<file path="config.mk">
export PLATFORM = sky130hd
export DESIGN_NAME = riscv_operand_stage
export DESIGN_NICKNAME = d
export VERILOG_FILES = /design/src/rtl/riscv_constants.sv /design/src/rtl/riscv_fwd_resolve.sv /design/src/rtl/riscv_operand_stage.sv
export SDC_FILE = /design/constraint.sdc
export NUM_CORES = 1
export LEC_CHECK = 0
export ABC_CLOCK_PERIOD_IN_PS = 4800
export CORE_ASPECT_RATIO = 0.75
export CORE_MARGIN = 2
export CORE_UTILIZATION = 40
export CTS_CLUSTER_DIAMETER = 50
export DETAILED_ROUTE_END_ITERATION = 12
export PLACE_DENSITY = 0.78
export SYNTH_ARGS = -nofsm -noshare
export SYNTH_HDL_FRONTEND = slang
export SYNTH_SLANG_ARGS = --single-unit
</file>
<file path="constraint.sdc">
create_clock -name clk -period 4.8 [get_ports clk]
set_input_delay 0.96 -clock clk [delete_from_list [all_inputs] [get_ports clk]]
set_output_delay 0.96 -clock clk [all_outputs]
set_load 0.01 [all_outputs]
</file>
<file path="src/rtl/riscv_constants.sv">
// Operand-select encodings shared by decode and the operand stage.
// Latency: n/a (types only).
// Backpressure: n/a.
package riscv_constants;

  // Source for ALU operand 1; encoding 2'd3 is undefined and yields zero.
  typedef enum logic [1:0] {
    OP1_RS1  = 2'd0,
    OP1_PC   = 2'd1,
    OP1_ZERO = 2'd2
  } op1_sel_t;

  // Source for ALU operand 2; encoding 2'd3 is undefined and yields zero.
  typedef enum logic [1:0] {
    OP2_RS2  = 2'd0,
    OP2_IMM  = 2'd1,
    OP2_FOUR = 2'd2
  } op2_sel_t;

endpackage

</file>
<file path="src/rtl/riscv_fwd_resolve.sv">
// Resolves one source register against the forwarding sources (lowest index wins).
// Latency: combinational.
// Backpressure: none; flags a pending (load in flight) winner via rs_pending.
module riscv_fwd_resolve #(
  parameter int XLEN       = 32,
  parameter int NUM_FWD    = 3,
  parameter int REG_ADDR_W = 5
) (
  input  logic [REG_ADDR_W-1:0]         rs_addr,
  input  logic [XLEN-1:0]               rf_data,
  input  logic [NUM_FWD-1:0]            fwd_valid,
  input  logic [NUM_FWD-1:0]            fwd_pending,
  input  logic [NUM_FWD*REG_ADDR_W-1:0] fwd_rd,
  input  logic [NUM_FWD*XLEN-1:0]       fwd_data,
  output logic [XLEN-1:0]               rs_data,
  output logic                          rs_pending
);

  // Scan oldest to youngest so the youngest (lowest index) match overwrites; x0 never forwards.
  always_comb begin
    rs_data    = rf_data;
    rs_pending = 1'b0;
    if (rs_addr != '0) begin
      for (int i = NUM_FWD - 1; i >= 0; i--) begin
        if (fwd_valid[i] && (fwd_rd[i*REG_ADDR_W +: REG_ADDR_W] == rs_addr)) begin
          rs_data    = fwd_data[i*XLEN +: XLEN];
          rs_pending = fwd_pending[i];
        end
      end
    end
  end

endmodule

</file>
<file path="src/rtl/riscv_operand_stage.sv">
// Selects op1/op2/store_data with forwarding and registers them between decode and execute.
// Latency: 1 cycle from accepted input to out_valid.
// Backpressure: in_ready drops on load-use stall, flush, or a held output not consumed.
module riscv_operand_stage
  import riscv_constants::*;
#(
  parameter int XLEN       = 32,
  parameter int NUM_FWD    = 3,
  parameter int REG_ADDR_W = 5
) (
  input  logic                          clk,
  input  logic                          rst,
  input  logic                          in_valid,
  output logic                          in_ready,
  input  op1_sel_t                      op1_sel,
  input  op2_sel_t                      op2_sel,
  input  logic                          rs2_used,
  input  logic [REG_ADDR_W-1:0]         rs1_addr,
  input  logic [REG_ADDR_W-1:0]         rs2_addr,
  input  logic [XLEN-1:0]               rs1_data,
  input  logic [XLEN-1:0]               rs2_data,
  input  logic [XLEN-1:0]               pc,
  input  logic [XLEN-1:0]               imm,
  input  logic [NUM_FWD-1:0]            fwd_valid,
  input  logic [NUM_FWD-1:0]            fwd_pending,
  input  logic [NUM_FWD*REG_ADDR_W-1:0] fwd_rd,
  input  logic [NUM_FWD*XLEN-1:0]       fwd_data,
  input  logic                          flush,
  output logic                          out_valid,
  input  logic                          out_ready,
  output logic [XLEN-1:0]               op1,
  output logic [XLEN-1:0]               op2,
  output logic [XLEN-1:0]               store_data,
  output logic                          hazard_stall
);

  logic [XLEN-1:0] rs1_res;
  logic [XLEN-1:0] rs2_res;
  logic            rs1_pend;
  logic            rs2_pend;
  logic            rs1_use;
  logic            rs2_use;
  logic [XLEN-1:0] op1_nxt;
  logic [XLEN-1:0] op2_nxt;
  logic            xfer;

  riscv_fwd_resolve #(
    .XLEN       (XLEN),
    .NUM_FWD    (NUM_FWD),
    .REG_ADDR_W (REG_ADDR_W)
  ) u_rs1 (
    .rs_addr     (rs1_addr),
    .rf_data     (rs1_data),
    .fwd_valid   (fwd_valid),
    .fwd_pending (fwd_pending),
    .fwd_rd      (fwd_rd),
    .fwd_data    (fwd_data),
    .rs_data     (rs1_res),
    .rs_pending  (rs1_pend)
  );

  riscv_fwd_resolve #(
    .XLEN       (XLEN),
    .NUM_FWD    (NUM_FWD),
    .REG_ADDR_W (REG_ADDR_W)
  ) u_rs2 (
    .rs_addr     (rs2_addr),
    .rf_data     (rs2_data),
    .fwd_valid   (fwd_valid),
    .fwd_pending (fwd_pending),
    .fwd_rd      (fwd_rd),
    .fwd_data    (fwd_data),
    .rs_data     (rs2_res),
    .rs_pending  (rs2_pend)
  );

  // Stall only when an operand actually consumed by this instruction waits on a load.
  always_comb begin
    rs1_use      = (op1_sel == OP1_RS1);
    rs2_use      = (op2_sel == OP2_RS2) || rs2_used;
    hazard_stall = (rs1_use && rs1_pend) || (rs2_use && rs2_pend);
    in_ready     = !hazard_stall && !flush && (!out_valid || out_ready);
    xfer         = in_valid && in_ready;
  end

  // Operand muxes; undefined encodings fall through to zero.
  always_comb begin
    op1_nxt = '0;
    op2_nxt = '0;
    case (op1_sel)
      OP1_RS1:  op1_nxt = rs1_res;
      OP1_PC:   op1_nxt = pc;
      OP1_ZERO: op1_nxt = '0;
      default:  op1_nxt = '0;
    endcase
    case (op2_sel)
      OP2_RS2:  op2_nxt = rs2_res;
      OP2_IMM:  op2_nxt = imm;
      OP2_FOUR: op2_nxt = XLEN'(4);
      default:  op2_nxt = '0;
    endcase
  end

  // Valid flag: flush kills, accept sets, consume without accept clears, otherwise hold.
  always_ff @(posedge clk or posedge rst) begin
    if (rst) begin
      out_valid <= 1'b0;
    end else if (flush) begin
      out_valid <= 1'b0;
    end else if (xfer) begin
      out_valid <= 1'b1;
    end else if (out_ready) begin
      out_valid <= 1'b0;
    end
  end

  // Operand registers load only on an accepted transfer and hold otherwise.
  always_ff @(posedge clk or posedge rst) begin
    if (rst) begin
      op1        <= '0;
      op2        <= '0;
      store_data <= '0;
    end else if (xfer) begin
      op1        <= op1_nxt;
      op2        <= op2_nxt;
      store_data <= rs2_res;
    end
  end

endmodule

</file>
==> flow_summary.yaml, run 1 <==
synth:
  synth_top_area_cell: "dfrtp_1"
  ys_seq_elements: 97
  yosysSeqAreaShare: 0.3049
  synthCells: 996
  synth_edf_count: 0
  yosysWarningCount: 0
  avgSynthCellArea_um2: 7.992
  syn_area_mm2: 0.007960
  synth.distinct_cells: 44
  ys_top_cells_by_area: "dfrtp_1 (30%), nor2_1 (7.2%), o21ai_0 (6.0%), a221oi_1 (5.0%), a211oi_1 (4.6%)"
  synth.top_cell.area_share: 0.3049
  synthFlopType: "dfrtp_1"
  async_reset_ff_frac: 1.000
  syn-num-nets: 1261
place:
  dpl.hpwl_mm: 26.52
  gp_congestion: 0.9722
  dp.cells: 1539
  port_buffers: 363
  postPlaceCellArea_mm2: 0.01179
route:
  vias: 9718
  drt-pass1-iter-count: 6
  drc: 0
  drt_first_iter_violations: 1142
  vias_per_cell: 6.241
  ant_nets: 0
  wl_per_cell_um: 23.73
  finalWirelength_mm: 36.95
min_path:
  min_path_type: "reg -> reg"
  hold_depth: 1
global_routing:
  grt_max_degree: 96
  track_usage: 0.3408
  overflow: 0
  antenna_found_initial: 4
  grt_pass1_vias: 9199
  grt_pass1_wl_mm: 56.01
floorplanning:
  coreArea_mm2: 0.01943
  pin_count: 364
  fp.dieH_um: 126.2
  die_w_um: 166.9
  design.die.area_mm2: 0.02106
  rows: 44
  start_util: 0.4096
cts:
  cts_buffers: 9
  clk_path_buf_depth: 2
  clock_latency_ns: 0.35
  htree_levels: 3
  cts_tree: "done"
  post_cts_resized: 0
  cts-root-buf: "clkbuf_16"
  cts_hold_buf: 0
  clk_pin_slew_ns: 0.07
  cts_sinks: 97
  cts_setup_buffers: 0
layout:
  drive_gt1_frac: 0.06457
  stdcell_area_mm2: 0.01211
  fin_cells: 1557
  syn_to_final_growth_pct: 52.15
  fillers: 1752
  fin_nets: 1562
critical_path:
  path_class: "in -> out"
  ff2ff_path_depth: 6
  cp_max_fo: 3
  cp.arrival_ns: 3.64
  reg2reg_to: "op1[23]"
  r2r_start: "out_valid"
  crit_path_end: "in_ready"
  crit_path_start: "fwd_rd[8]"
  worstSetupStartpointType: "input pin"
  required_ns: 3.84
  crit_chain: "clkdlybuf4s50_1 -> xor2_1 -> a2111o_1 -> or3_2 -> a211oi_2 -> o2bb2ai_4 -> nor3_1 -> clkdlybuf4s50_1"
  crit_top_cell: "clkdlybuf4s50_1"
  slowest_delay_ns: 0.56
  r2r_setup_slack_ns: 2.63
  cp_slowest_cell: "clkdlybuf4s50_1"
  cp-end-kind: "output pin"
timing:
  relSlewSlack: 0.3177
  whs_ns: 0.4932
  fmax_mhz: 217.2
  finalCriticalPeriod_ns: 4.604
  drv_slew: 0
  fin_worst_skew_ns: 0.008482
  worst_pin_slew_ns: 1.024
  hold_violations: 0
  fin_crit_sh: 0.9592
  rsz0062_at_grt: "false"
  setup_viol: 0
  tns_ns: 0
power_and_ir_drop:
  power_mw: 3.006
  clkPwrFrac: 0.267
  power_frac_seq: 0.346
  cellPowerDensity_mw_per_mm2: 248.2
  leakage_nw: 4.750
  p_sw_mw: 0.9602
  internal_power_mw: 2.045
  pwr-share-comb: 0.387
  peakVddDrop_v: 0.0001820
  p_sw_frac: 0.3195
outcome:
  status: "finished, final reports clean"
run:
  drv_cap: 0
state kept, by name, summed over array words and instances, names as in the netlist:
| register | cells |
|---|---|
| store_data | 32 |
| out_valid | 1 |
| op1 | 32 |
| op2 | 32 |
layout make-up:
cell class / count / area [µm²] / share of cell area
well taps: 253 / 316.6 / 0.02614
clock buffers: 9 / 225.2 / 0.01860
diodes: 3 / 7.507 / 0.0006198
multi-input cells: 730 / 4905 / 0.4050
clock inverters: 6 / 90.09 / 0.007438
flip-flops and latches: 97 / 2427 / 0.2004
repair buffers: 392 / 3886 / 0.3209
inverters: 67 / 254.0 / 0.02097
placed cells by master, fill, tap and decap left out, types with 3 or more instances in the layout:
cell,n
mux2i_1,33
a211o_1,31
nand2_1,34
o31ai_1,32
nor2_1,151
a32o_1,31
buf_2,3
xnor2_1,12
a221oi_1,45
nand3_1,4
clkdlybuf4s50_1,360
buf_4,25
a311oi_1,30
clkbuf_16,9
mux2_1,17
diode_2,3
buf_12,4
o41ai_2,17
dfrtp_1,97
a211oi_1,49
nand2b_1,3
nor4_1,5
nor3_1,35
inv_1,66
xor2_1,15
a21oi_1,53
o21ai_0,96
power groups by stage:
| stage | clock, mW | sequential [mW] | combinational [mW] |
|---|---|---|---|
| floorplan | 0 | 1.10 | 0.397 |
| global placement | 0 | 1.05 | 1.14 |
| detailed placement | 0 | 1.05 | 1.15 |
| CTS | 0.812 | 1.04 | 1.16 |
| global route | 0.842 | 1.06 | 1.24 |
| finish | 0.802 | 1.04 | 1.16 |
stage by stage:
stage,worst slack [ns],utilization
finish,0.1959,0.6232
floorplan,1.071,-
global route,0.01792,0.6232
detailed placement,0.2265,0.6066
global placement,0.1738,0.6066
CTS,0.2102,0.6228
layer usage:
layer	track usage	routed length, µm	vias up
li1	-	-	4351
met1	0.4727	15890	4698
met2	0.5432	16670	608
met3	0.07668	3578	59
met4	0.07911	803	2
met5	0	10	-
cells by family after synthesis:
kind of cell,Yosys count,share of synthesized area
simple gates,259,0.1383
xor+xnor,27,0.02971
flops,97,0.3049
mux,50,0.06555
buf+inv,169,0.08834
compound gates,394,0.3732
critical path: cells and delay by family:
kind	cells	cell delay, ns
buffers and inverters	2	1.05
AOI/OAI and AO/OA	3	0.85
and+or+nand+nor	2	0.59
xor gates and xnor gates	1	0.18
cells in the mapped netlist, types with 2 or more instances:
master / number
a211o_1: 31
a211oi_1: 49
a21oi_1: 53
a221oi_1: 45
a311oi_1: 30
a32o_1: 31
and2_1: 3
and3_1: 2
buf_1: 6
buf_2: 7
buf_6: 8
clkbuf_1: 81
dfrtp_1: 97
inv_1: 67
mux2_1: 17
mux2i_1: 33
nand2_1: 36
nand2b_1: 4
nand3_1: 6
nor2_1: 153
nor2b_1: 3
nor3_1: 37
nor4_1: 6
o21ai_0: 96
o221ai_1: 2
o31ai_1: 32
o41ai_2: 17
or3_1: 3
xnor2_1: 12
xor2_1: 15
worst min path at each step:
stage / start / slack, ns / endpoint
floorplan: op2[0] / 0.53 / op2[0]
global placement: op1[31] / 0.47 / op1[31]
detailed placement: op2[0] / 0.48 / op2[0]
CTS: op1[8] / 0.50 / op1[8]
global route: op1[8] / 0.51 / op1[8]
finish: op1[8] / 0.49 / op1[8]
No activity file was read; power rests on OpenSTA's default activity.
==> run 2: changes to the inputs <==
--- a/config.mk
+++ b/config.mk
@@ -11,7 +11,9 @@
 export CORE_UTILIZATION = 40
 export CTS_CLUSTER_DIAMETER = 50
 export DETAILED_ROUTE_END_ITERATION = 12
-export PLACE_DENSITY = 0.78
+export PLACE_DENSITY = 0.76
+export RECOVER_POWER = 25
 export SYNTH_ARGS = -nofsm -noshare
 export SYNTH_HDL_FRONTEND = slang
+export SYNTH_HIERARCHICAL = 1
 export SYNTH_SLANG_ARGS = --single-unit
==> flow_summary.yaml, run 2 <==
timing:
  hold_violations: 0
  rsz0062_at_grt: "false"
  finalCriticalPeriod_ns: 4.528
  setup_viol: 0
  finalWorstSetupSlack_ns: 0.2722
  drv_slew: 76
  relSlewSlack: -1.033
  worst_pin_slew_ns: 3.046
  tns_ns: 0
  fin_worst_skew_ns: 0.01037
  fin_crit_sh: 0.9433
  fmax_mhz: 220.9
place:
  dpl.hpwl_mm: 26.58
  gp_congestion: 0.8662
  port_buffers: 363
  place_ws_ns: 0.2022
critical_path:
  cp.buffers_inverters: 2
  slowest_delay_ns: 0.62
  cp-end-kind: "output pin"
  worstSetupStartpointType: "input pin"
  required_ns: 3.84
  crit_top_cell: "clkdlybuf4s50_1"
  cp.arrival_ns: 3.57
  path_class: "in -> out"
  crit_chain: "clkdlybuf4s50_1 -> xnor2_1 -> nand4_1 -> or2_2 -> nand3_1 -> a221oi_1 -> a22o_2 -> nor3_1 -> clkdlybuf4s50_1"
  cp_max_fo: 4
  cp_slowest_cell: "clkdlybuf4s50_1"
  crit_family: "buffers and inverters"
power_and_ir_drop:
  leakage_nw: 5.431
  cellPowerDensity_mw_per_mm2: 255.2
  peakVddDrop_v: 0.0002284
synth:
  syn-num-nets: 1140
  synthCells: 875
  synth_edf_count: 0
  ys_top_cells_by_area: "dfrtp_1 (28%), o31ai_2 (8.7%), mux2i_1 (7.3%), mux2_2 (7.3%), mux2_4 (7.0%)"
  synthFlopType: "dfrtp_1"
  ys_seq_elements: 97
  synth_top_area_cell: "dfrtp_1"
  avgSynthCellArea_um2: 9.818
  async_reset_ff_frac: 1.000
  synth_most_common_cell: "nor2_1"
  yosysSeqAreaShare: 0.2826
  yosysWarningCount: 6
  syn_area_mm2: 0.008591
  synth_common_cells: "nor2_1 (130), dfrtp_1 (97), and3_1 (76), a31oi_1 (64), mux2i_1 (63)"
  synth.distinct_cells: 41
  synth.top_cell.area_share: 0.2826
layout:
  top_regs: "op1 x32, op2 x32, store_data x32"
  layout_commonest_cell: "clkdlybuf4s50_1"
  final_cell_mix: "clkdlybuf4s50_1 (358), nor2_1 (128), dfrtp_1 (97)"
  drive_gt1_frac: 0.2230
  fin_nets: 1453
  syn_to_final_growth_pct: 47.92
floorplanning:
  die_w_um: 173.2
  start_util: 0.4067
  rows: 46
  fp.dieH_um: 130.9
  pin_count: 364
  design.die.area_mm2: 0.02268
  coreArea_mm2: 0.02112
route:
  drc: 0
  drt-pass1-iter-count: 5
  finalWirelength_mm: 37.57
  wl_per_cell_um: 25.35
  ant_nets: 0
  vias: 8851
  drt_first_iter_violations: 674
  vias_per_cell: 5.972
cts:
  cts_hold_buf: 0
  cts_sinks: 97
  htree_levels: 3
  cts_tree: "done"
  clock_latency_ns: 0.35
  clk_path_buf_depth: 2
  post_cts_resized: 0
  cts_setup_buffers: 0
  cts_buffers: 9
  clk_pin_slew_ns: 0.08
  cts-root-buf: "clkbuf_16"
run:
  drv_cap: 1
outcome:
  violations: "capacitance limit, slew limit"
  status: "finished with violations"
global_routing:
  antenna_found_initial: 0
  grt_max_degree: 76
  grt_pass1_vias: 8942
  overflow: 0
  track_usage: 0.3187
  grt_pass1_wl_mm: 55.14
min_path:
  min_path_type: "reg -> reg"
[run 2: changes by cell type after synthesis, moves of 37 or more]
cell      before  now
a211oi_2       1   38
a21boi_0       0   54
a21oi_1       53    3
a221oi_1      45    2
a31oi_1        0   64
and3_1         2   76
clkbuf_1      81   44
inv_1         67    4
mux2_2         0   56
mux2_4         0   40
o21ai_0       96    0
o31ai_2        0   60
[run 2: layer usage]
metal / track usage / wire (µm) / vias up
met4: 0.08475 / 824 / 0
met1: 0.4145 / 15430 / 4277
li1: - / - / 3902
met3: 0.09230 / 4185 / 72
met2: 0.5233 / 17130 / 600
met5: 0 / 0 / -
[run 2: path summary, 6_finish.rpt]
check | start | to | slack, ns | cells past startpoint
max in group asynchronous | rst | store_data[12] | 0.90 | 2
worst min register to register | store_data[15] | store_data[15] | 0.51 | 1
min in group asynchronous | rst | op2[25] | 2.15 | 2
worst min-delay path | store_data[15] | store_data[15] | 0.51 | 1
worst max-delay path | rs1_addr[1] | in_ready | 0.27 | 9
worst max register to register | out_valid | op2[9] | 3.00 | 4
[run 2: cell type report]
cell class | instances | area, µm²
antenna | 1 | 2.502
clock buffer | 9 | 225.2
clock inverter | 7 | 108.9
fill | 1825 | 8416
inverter | 4 | 15.01
multi-input combinational | 683 | 5692
sequential | 97 | 2427
tap | 288 | 360.3
timing repair buffer | 393 | 3876
[run 2: through the flow]
step           hold slack (ns)  instance area, µm²    util  instances  power (mW)
6_report                0.5063               12710  0.6016       1482       3.242
5_1_grt                 0.5240               12700  0.6015       1481       3.379
4_1_cts                 0.5092               12710  0.6015       1481       3.264
3_5_place_dp            0.4922               12370  0.5857       1465       2.399
3_3_place_gp            0.4870               12370  0.5857       1465       2.371
2_1_floorplan           0.5500                8591       -        875       1.657
[run 2: logic make-up after synthesis]
kind of cell           synth area share
AO/OA/AOI/OAI                    0.2694
XOR/XNOR                        0.03059
buffers and inverters           0.06205
flip-flops                       0.2826
multiplexers                     0.2167
AND/OR/NAND/NOR                  0.1387
[run 2: where the power goes]
part           switching, mW  internal [mW]
clock network          0.380          0.469
logic                  0.549          0.777
registers             0.0891          0.978
total                   1.02           2.22
==> run 3: changes to the inputs <==
--- a/config.mk
+++ b/config.mk
@@ -5,13 +5,15 @@
 export SDC_FILE = /design/constraint.sdc
 export NUM_CORES = 1
 export LEC_CHECK = 0
+export ABC_AREA = 1
 export ABC_CLOCK_PERIOD_IN_PS = 4800
 export CORE_ASPECT_RATIO = 0.75
 export CORE_MARGIN = 2
 export CORE_UTILIZATION = 40
 export CTS_CLUSTER_DIAMETER = 50
 export DETAILED_ROUTE_END_ITERATION = 12
-export PLACE_DENSITY = 0.76
+export HOLD_SLACK_MARGIN = 0.15
+export PLACE_DENSITY = 0.73
 export RECOVER_POWER = 25
 export SYNTH_ARGS = -nofsm -noshare
 export SYNTH_HDL_FRONTEND = slang
==> flow_summary.yaml, run 3 <==
outcome:
  status: "finished with violations"
  violations: "capacitance limit, slew limit"
cts:
  cts_setup_buffers: 0
  cts_sinks: 97
  post_cts_resized: 0
  cts_tree: "done"
  cts_hold_buf: 0
  clk_pin_slew_ns: 0.07
  clk_path_buf_depth: 2
  clock_latency_ns: 0.35
  htree_levels: 3
  cts_buffers: 9
  cts-root-buf: "clkbuf_16"
timing:
  setup_viol: 0
  whs_ns: 0.4851
  drv_slew: 74
  worst_pin_slew_ns: 1.897
  hold_violations: 0
  rsz0062_at_grt: "false"
  relSlewSlack: -0.2646
  tns_ns: 0
  fin_crit_sh: 0.8970
  fmax_mhz: 232.3
  finalCriticalPeriod_ns: 4.305
  fin_worst_skew_ns: 0.006525
critical_path:
  cp_max_fo: 7
  required_ns: 3.84
  cp-end-kind: "output pin"
  r2r_setup_slack_ns: 2.68
  worstSetupStartpointType: "input pin"
  cp.arrival_ns: 3.35
  path_class: "in -> out"
global_routing:
  antenna_found_initial: 2
  overflow: 0
  grt_pass1_vias: 11790
  track_usage: 0.3197
  grt_max_degree: 97
  grt_pass1_wl_mm: 66.52
synth:
  synthCells: 1787
  syn_area_mm2: 0.01001
  synth_edf_count: 0
  ys_seq_elements: 97
  synth.top_cell.area_share: 0.2700
  yosysSeqAreaShare: 0.2425
  async_reset_ff_frac: 1.000
  ys_top_cells_by_area: "nand2_1 (27%), dfrtp_1 (24%), inv_1 (11%), nand4_1 (10%), nand3_1 (6.6%)"
  synth.distinct_cells: 26
  synth_common_cells: "nand2_1 (720), inv_1 (291), nand4_1 (164), nand3_1 (131), nor2_1 (108)"
  yosysWarningCount: 6
  synth_most_common_cell: "nand2_1"
  syn-num-nets: 2052
  avgSynthCellArea_um2: 5.601
  synth_top_area_cell: "nand2_1"
  synthFlopType: "dfrtp_1"
run:
  drv_cap: 2
floorplanning:
  pin_count: 364
  coreArea_mm2: 0.02477
  fp.dieH_um: 141.0
  rows: 50
  start_util: 0.4040
  design.die.area_mm2: 0.02632
  die_w_um: 186.7
place:
  gp_congestion: 0.8910
  dpl.hpwl_mm: 30.59
  port_buffers: 363
min_path:
  min_path_type: "reg -> reg"
layout:
  drive_gt1_frac: 0.06392
  fin_nets: 2325
  seq_area_mm2: 0.002427
  final_cell_mix: "nand2_1 (720), clkdlybuf4s50_1 (361), inv_1 (290)"
  syn_to_final_growth_pct: 38.48
  layout_commonest_cell: "nand2_1"
  top_regs: "op1 x32, op2 x32, store_data x32"
  multiInputGateArea_mm2: 0.005734
  fillers: 2534
power_and_ir_drop:
  cellPowerDensity_mw_per_mm2: 221.5
  peakVddDrop_v: 0.0001741
  leakage_nw: 7.705
route:
  drc: 0
  ant_nets: 0
  drt_first_iter_violations: 1063
  vias_per_cell: 5.186
  vias: 12480
  drt-pass1-iter-count: 5
  wl_per_cell_um: 17.82
  finalWirelength_mm: 42.88
[run 3: cell count changes in the layout (fill, tap and decap cells not counted), moves of 56 or more]
| cell | before | now |
|---|---|---|
| a31oi_1 | 64 | 0 |
| and3_1 | 74 | 1 |
| inv_1 | 4 | 290 |
| mux2_2 | 56 | 0 |
| mux2i_1 | 63 | 0 |
| nand2_1 | 5 | 720 |
| nand3_1 | 2 | 131 |
| nand4_1 | 2 | 164 |
| o31ai_2 | 60 | 0 |
[run 3: logic make-up after synthesis]
family                 synth area share
AOI/OAI and AO/OA               0.04362
buffers and inverters            0.1878
DFF                              0.2425
and+or+nand+nor                  0.5261
[run 3: worst paths after layout]
kind,startpoint,to,cells after the start
min,op2[17],op2[17],2
min in group asynchronous,rst,op2[30],2
max reg2reg,out_valid,store_data[15],5
max,rs1_addr[1],hazard_stall,14
max in group asynchronous,rst,op1[1],3
min reg2reg,op2[17],op2[17],2
[run 3: area by class of cell]
class                      count  area share
multi-input combinational   1259      0.4137
clock buffer                  10     0.01724
tap                          338     0.03051
sequential                    97      0.1751
antenna                        3   0.0005416
clock inverter                 6    0.004062
timing repair buffer         389      0.2764
inverter                     304     0.08242
[run 3: metal layers]
layer  routed length (µm)  GRT usage  vias to the layer above
met2                19700     0.5316                      624
met5                    0          0                        -
met1                17660     0.4157                     5738
met3                 4041    0.06448                       63
li1                     -          -                     6052
met4                 1474     0.1090                        0
[run 3: power by group]
group          leakage [nW]  switching [mW]  total (mW)  internal, mW
registers              1.25          0.0896        1.04         0.954
logic                  6.31           0.677        1.29         0.614
clock network         0.144           0.358       0.737         0.379
total                  7.71            1.12        3.07          1.95
[run 3: worst max-delay path, cell delays in order]
cell and delay, ns:
clkdlybuf4s50_1 0.52, inv_2 0.14, nor2_1 0.05, nor3_1 0.19, nand2_1 0.11, nor2_4 0.17, nand3b_1 0.13, nand2_1 0.10
inv_1 0.08, inv_1 0.04, nor2_1 0.18, a21oi_4 0.05, inv_1 0.06, clkdlybuf4s50_1 0.56
[run 3: per-stage QoR]
step / cell area [µm²] / power [mW] / cells / utilization / setup WS [ns]
after CTS: 13860 / 3.071 / 2403 / 0.5595 / 0.4860
after floorplan: 10010 / 1.622 / 1787 / - / 1.303
after global placement: 13570 / 2.317 / 2387 / 0.5476 / 0.5026
final: 13860 / 3.071 / 2406 / 0.5595 / 0.4945
after global routing: 13860 / 3.243 / 2405 / 0.5594 / 0.2797
after detailed placement: 13570 / 2.329 / 2387 / 0.5476 / 0.4844
